[config.mk]
export PLATFORM = sky130hd
export DESIGN_NAME = mesh_result_drainer
export DESIGN_NICKNAME = d
export VERILOG_FILES = /design/src/rtl/mesh_result_drainer.sv
export SDC_FILE = /design/constraint.sdc
export NUM_CORES = 1
export LEC_CHECK = 0
export ABC_AREA = 1
export CAP_MARGIN = 20
export CORE_MARGIN = 2
export CORE_UTILIZATION = 44
export CTS_CLUSTER_DIAMETER = 50
export DETAILED_ROUTE_END_ITERATION = 8
export PLACE_DENSITY = 0.8
export SYNTH_ARGS = -nofsm -noshare
export SYNTH_HDL_FRONTEND = slang
export SYNTH_SLANG_ARGS = --single-unit
[constraint.sdc]
create_clock -name clk_i -period 1.6 [get_ports clk_i]
set_clock_uncertainty 0.05 [all_clocks]
set_input_delay 0.4 -clock clk_i [delete_from_list [all_inputs] [get_ports clk_i]]
set_output_delay 0.4 -clock clk_i [all_outputs]
set_load 0.01 [all_outputs]
[src/rtl/mesh_result_drainer.sv]
`default_nettype none
// ============================================================================
// Module   : mesh_result_drainer
// Purpose  : Read-side master for the systolic mesh result SRAM. Once the
//            mesh has finished collecting, it walks the ROWS x COLS result
//            matrix in row-major order. For each element it issues one read
//            at the tile-major unified address, waits for the response, and
//            presents the element on a valid/ready stream with row/col tags.
// Ports    : clk_i / rstn_i             clock, async active-low reset
//            start_i                    drain request (IDLE + complete only)
//            collection_complete_i      result SRAM fully written
//            mem_read_enable_o/addr_o   one-cycle read strobe and address
//            mem_read_data_i/valid_i    read response
//            m_valid_o/m_ready_i        output stream handshake
//            m_data_o/m_row_o/m_col_o   element value and position
//            m_last_o                   final element (ROWS-1, COLS-1)
//            busy_o / done_o            not-IDLE / completion pulse
//            timeout_o                  sticky read-timeout error
// Revision : 1.0  initial release
// ============================================================================
module mesh_result_drainer #(
  parameter  int TILE_SIZE      = 2,
  parameter  int DATA_WIDTH     = 32,
  parameter  int TILES_X        = 2,
  parameter  int TILES_Y        = 2,
  parameter  int TIMEOUT_CYCLES = 64,
  localparam int ROWS = TILE_SIZE * TILES_Y,
  localparam int COLS = TILE_SIZE * TILES_X,
  localparam int AW   = $clog2(TILE_SIZE * TILE_SIZE * TILES_X * TILES_Y),
  localparam int RW   = (ROWS > 1) ? $clog2(ROWS) : 1,
  localparam int CW   = (COLS > 1) ? $clog2(COLS) : 1
) (
  input  logic                  clk_i,
  input  logic                  rstn_i,
  input  logic                  start_i,
  input  logic                  collection_complete_i,
  output logic                  mem_read_enable_o,
  output logic [AW-1:0]         mem_read_addr_o,
  input  logic [DATA_WIDTH-1:0] mem_read_data_i,
  input  logic                  mem_read_valid_i,
  output logic                  m_valid_o,
  input  logic                  m_ready_i,
  output logic [DATA_WIDTH-1:0] m_data_o,
  output logic [RW-1:0]         m_row_o,
  output logic [CW-1:0]         m_col_o,
  output logic                  m_last_o,
  output logic                  busy_o,
  output logic                  done_o,
  output logic                  timeout_o
);

  localparam int TOW = $clog2(TIMEOUT_CYCLES + 1);

  typedef enum logic [2:0] {
    S_IDLE   = 3'd0,
    S_ISSUE  = 3'd1,
    S_WAIT   = 3'd2,
    S_OUTPUT = 3'd3,
    S_DONE   = 3'd4
  } state_t;

  state_t                r_state;
  state_t                w_state_nxt;
  logic [RW-1:0]         r_row;
  logic [CW-1:0]         r_col;
  logic [DATA_WIDTH-1:0] r_data;
  logic [TOW-1:0]        r_wait_cnt;
  logic                  r_timeout;

  logic w_accept;
  logic w_at_last;
  logic w_handshake;
  logic w_wait_expire;

  // Address translation. Constant divisors keep non-power-of-two tilings
  // correct; power-of-two sizes collapse to bit slicing in synthesis.
  int w_ty;
  int w_tx;
  int w_in;
  int w_lin;

  always_comb begin
    w_ty  = int'(r_row) / TILE_SIZE;
    w_tx  = int'(r_col) / TILE_SIZE;
    w_in  = (int'(r_row) % TILE_SIZE) * TILE_SIZE + (int'(r_col) % TILE_SIZE);
    w_lin = (w_ty * TILES_X + w_tx) * TILE_SIZE * TILE_SIZE + w_in;
  end

  assign mem_read_addr_o = AW'(w_lin);

  assign w_accept      = (r_state == S_IDLE) && start_i && collection_complete_i;
  assign w_at_last     = (r_row == RW'(ROWS - 1)) && (r_col == CW'(COLS - 1));
  assign w_handshake   = (r_state == S_OUTPUT) && m_ready_i;
  // The counter value on entry to a WAIT cycle equals the number of WAIT
  // cycles already spent, so the TIMEOUT_CYCLES-th silent cycle aborts.
  assign w_wait_expire = (r_state == S_WAIT) && !mem_read_valid_i &&
                         (r_wait_cnt == TOW'(TIMEOUT_CYCLES - 1));

  assign mem_read_enable_o = (r_state == S_ISSUE);
  assign m_valid_o         = (r_state == S_OUTPUT);
  assign m_data_o          = r_data;
  assign m_row_o           = r_row;
  assign m_col_o           = r_col;
  assign m_last_o          = (r_state == S_OUTPUT) && w_at_last;
  assign busy_o            = (r_state != S_IDLE);
  assign done_o            = (r_state == S_DONE);
  assign timeout_o         = r_timeout;

  always_ff @(posedge clk_i or negedge rstn_i) begin
    if (!rstn_i) begin
      r_state <= S_IDLE;
    end else begin
      r_state <= w_state_nxt;
    end
  end

  always_comb begin
    w_state_nxt = r_state;
    case (r_state)
      S_IDLE:   if (w_accept) w_state_nxt = S_ISSUE;
      S_ISSUE:  w_state_nxt = mem_read_valid_i ? S_OUTPUT : S_WAIT;
      S_WAIT: begin
        if (mem_read_valid_i)   w_state_nxt = S_OUTPUT;
        else if (w_wait_expire) w_state_nxt = S_IDLE;
      end
      S_OUTPUT: if (m_ready_i) w_state_nxt = w_at_last ? S_DONE : S_ISSUE;
      S_DONE:   w_state_nxt = S_IDLE;
      default:  w_state_nxt = S_IDLE;
    endcase
  end

  always_ff @(posedge clk_i or negedge rstn_i) begin
    if (!rstn_i) begin
      r_row      <= '0;
      r_col      <= '0;
      r_data     <= '0;
      r_wait_cnt <= '0;
      r_timeout  <= 1'b0;
    end else begin
      if (w_accept) begin
        r_row     <= '0;
        r_col     <= '0;
        r_timeout <= 1'b0;
      end

      if (r_state == S_ISSUE) begin
        r_wait_cnt <= '0;
        if (mem_read_valid_i) r_data <= mem_read_data_i;
      end

      if (r_state == S_WAIT) begin
        if (mem_read_valid_i) begin
          r_data <= mem_read_data_i;
        end else begin
          r_wait_cnt <= r_wait_cnt + 1'b1;
          if (w_wait_expire) r_timeout <= 1'b1;
        end
      end

      // The last element leaves row/col parked at the final position.
      if (w_handshake && !w_at_last) begin
        if (r_col == CW'(COLS - 1)) begin
          r_col <= '0;
          r_row <= r_row + 1'b1;
        end else begin
          r_col <= r_col + 1'b1;
        end
      end
    end
  end

endmodule
`default_nettype wire

==> flow_metrics.env <==
export IMPL_area_growth_pct=63.3
export IMPL_root_buffer="clkbuf_8"
export IMPL_core_mm2=0.00479
export IMPL_fin_ws_ns=-0.120
export IMPL_die_area_mm2=0.00558
export IMPL_busiest_layer="met2"
export IMPL_first_iter_violations=108
export IMPL_drive_gt1_frac=0.221
export IMPL_clock_sinks=47
export IMPL_final_nets=433
export IMPL_antenna_found_initial=0
export IMPL_path_buf_inv=1
export IMPL_drv_cap=0
export IMPL_place_hpwl_um=4130
export IMPL_ios=84
export IMPL_period_share=1.08
export IMPL_power_density_mw_per_mm2=1780
export IMPL_drc_errors=0
export IMPL_die_width_um=74.7
export IMPL_leakagePower_nw=1.88
export IMPL_rows=25
export IMPL_cp_start_kind="register"
export IMPL_ir_drop_mv=0.963
export IMPL_max_freq_mhz=581
export IMPL_worst_pin_slew_ns=0.404
export IMPL_grt_first_pass_wirelength_um=9720
export IMPL_grt_util_met1=0.295
export IMPL_min_period_ns=1.72
export IMPL_cp_slowest_cell="dfrtp_1"
export IMPL_hold_buffers=0
export IMPL_cts_max_level=2
export IMPL_syn_area_mm2=0.00220
export IMPL_track_usage=0.229
export IMPL_io_buffers=83
export IMPL_syn_nets=315
export IMPL_die_h_um=74.7
export IMPL_first_pass_iters=4
export IMPL_hold_viol=0
export IMPL_initial_core_util=0.460
export IMPL_cp_max_fo=3
export IMPL_crit_chain="ha_4 > nand2_4 > nor3_4 > buf_2"
export IMPL_grt_overflow=0
export IMPL_vias=2312
export IMPL_met3_usage=0.0576
export IMPL_yosysSeqAreaShare=0.534
export IMPL_clk_pin_slew_ns=0.09
export IMPL_yosys_warnings=0
export IMPL_wl_um=6660
export IMPL_gp_congestion=0.940
export IMPL_synth_top_family_by_area="simple AND/OR/NAND/NOR gates"
export IMPL_yosys_area_share_simple=0.348
export IMPL_syn_instance_count=274
export IMPL_synthMuxAreaShare=0
export IMPL_grt_max_degree=31
export IMPL_synth_seq_cells=47
export IMPL_synth_avg_cell_area_um2=8.03
export IMPL_yosys_area_share_xor_xnor=0
export IMPL_critical_path_top_delay_family="flip-flops"
export IMPL_clk_path_buf_depth=2
export IMPL_power_mw=6.39
export IMPL_cts_buffers=5
export IMPL_hold_path_class="in -> async"
export IMPL_synth_distinct_cells=19
export IMPL_cp_data_required_time_ns=1.15
export IMPL_insertion_delay_ns=0.31
export IMPL_use_met2=0.384
export IMPL_finalSetupViolations=3
export IMPL_hold_ws_ns=0.0133
export IMPL_max_stage_delay_ns=0.40
export IMPL_critical_path_class="reg -> out"
export IMPL_status="complete, but fails checks"
export IMPL_crit_path_end_kind="output pin"
export IMPL_grt_pass1_vias=2166
export IMPL_slew_violations=0
export IMPL_wl_per_cell_um=14.5
export IMPL_final_common_cell="nand2_1"
export IMPL_slew_headroom=0.729
export IMPL_layout_common_cells="nand2_1 (102), dfrtp_1 (46), nand3_1 (43)"
export IMPL_diodes=0
export IMPL_cp_arrival_ns=1.27
export IMPL_vias_per_cell=5.03
export IMPL_cts_tree="yes"
export IMPL_synth_compound_area_frac=0.0279
export IMPL_rsz0062_at_grt="yes"
export IMPL_antenna_left=0
export IMPL_violations="setup timing"
export IMPL_synthAdderAreaFrac=0.0171
## report_power, final
group          internal (mW)  switching [mW]
Combinational           1.68            1.84
Clock                  0.514           0.420
Sequential              1.66           0.278
Total                   3.86            2.54
## layout make-up
class	count	area [um2]
Clock buffer	6	82.6
Clock inverter	2	38.8
Fill cell	342	1190
Inverter	19	71.3
Multi-Input combinational cell	195	1020
Sequential cell	47	1180
Tap cell	67	83.8
Timing Repair Buffer	124	1120
## repair_timing
action	CTS	global route
gates cloned	1	1
setup endpoints to repair	78	51
pin swaps	4	14
gates resized for setup	76	42
setup buffers	11	8
## worst reg2reg max path, stage by stage, from the launching register on
cell	delay, ns
dfrtp_1	0.38
buf_4	0.15
nand2_4	0.06
buf_6	0.11
nor2_4	0.11
buf_4	0.12
buf_4	0.12
nand3_4	0.09
nor2_4	0.15
o21ai_0	0.09
## synth_stat cells (all sizes together)
cell	count	area share
a21oi	2	0.0045
buf	11	0.035
clkbuf	3	0.0051
dfrtp	47	0.53
ha	3	0.017
inv	19	0.032
nand2	111	0.20
nand3	45	0.10
nor2	20	0.040
nor2b	1	0.0028
nor3	2	0.0045
o21ai	9	0.020
o22ai	1	0.0028
## layer usage
| metal | share of wire | wire (um) |
|---|---|---|
| met1 | 0.42 | 2770 |
| met2 | 0.51 | 3380 |
| met3 | 0.060 | 403 |
| met4 | 0.015 | 102 |
| met5 | 0 | 0 |
## kinds of logic (layout without fill, tap and decap cells)
group,count (synthesis),in the layout
DFF,47,47
and+or+nand+nor,179,180
buffers and inverters,33,151
adders and majority gates,3,3
AOI/OAI and AO/OA,12,12
## through the flow
stage               cell area [um2]  TNS, ns  cells  utilization  setup slack (ns)
floorplan                      2200        0    274            -             0.129
CTS                            3400   -0.222    452        0.711           -0.0984
detailed placement             3200    -5.36    432        0.668            -0.247
finish                         3590   -0.272    460        0.751            -0.120
global placement               3200    -4.53    432        0.668            -0.211
global route                   3590   -0.545    460        0.751            -0.156
## path summary, 6_finish.rpt
check	from	endpoint	slack, ns	depth (start not counted)
max	m_col_o[1]$_DFFE_PN0P_	m_last_o	-0.12	4
min	rstn_i	async pin	0.01	2
max reg2reg	r_state[1]$_DFFE_PN0P_	m_row_o[1]$_DFF_PN0_	0.04	9
min reg2reg	register	register	0.42	2
max in group asynchronous	rstn_i	r_state[2]$_DFFE_PN0P_	1.20	2
min in group clk_i	register	register	0.42	2
Power figures use the tool's default switching activity.
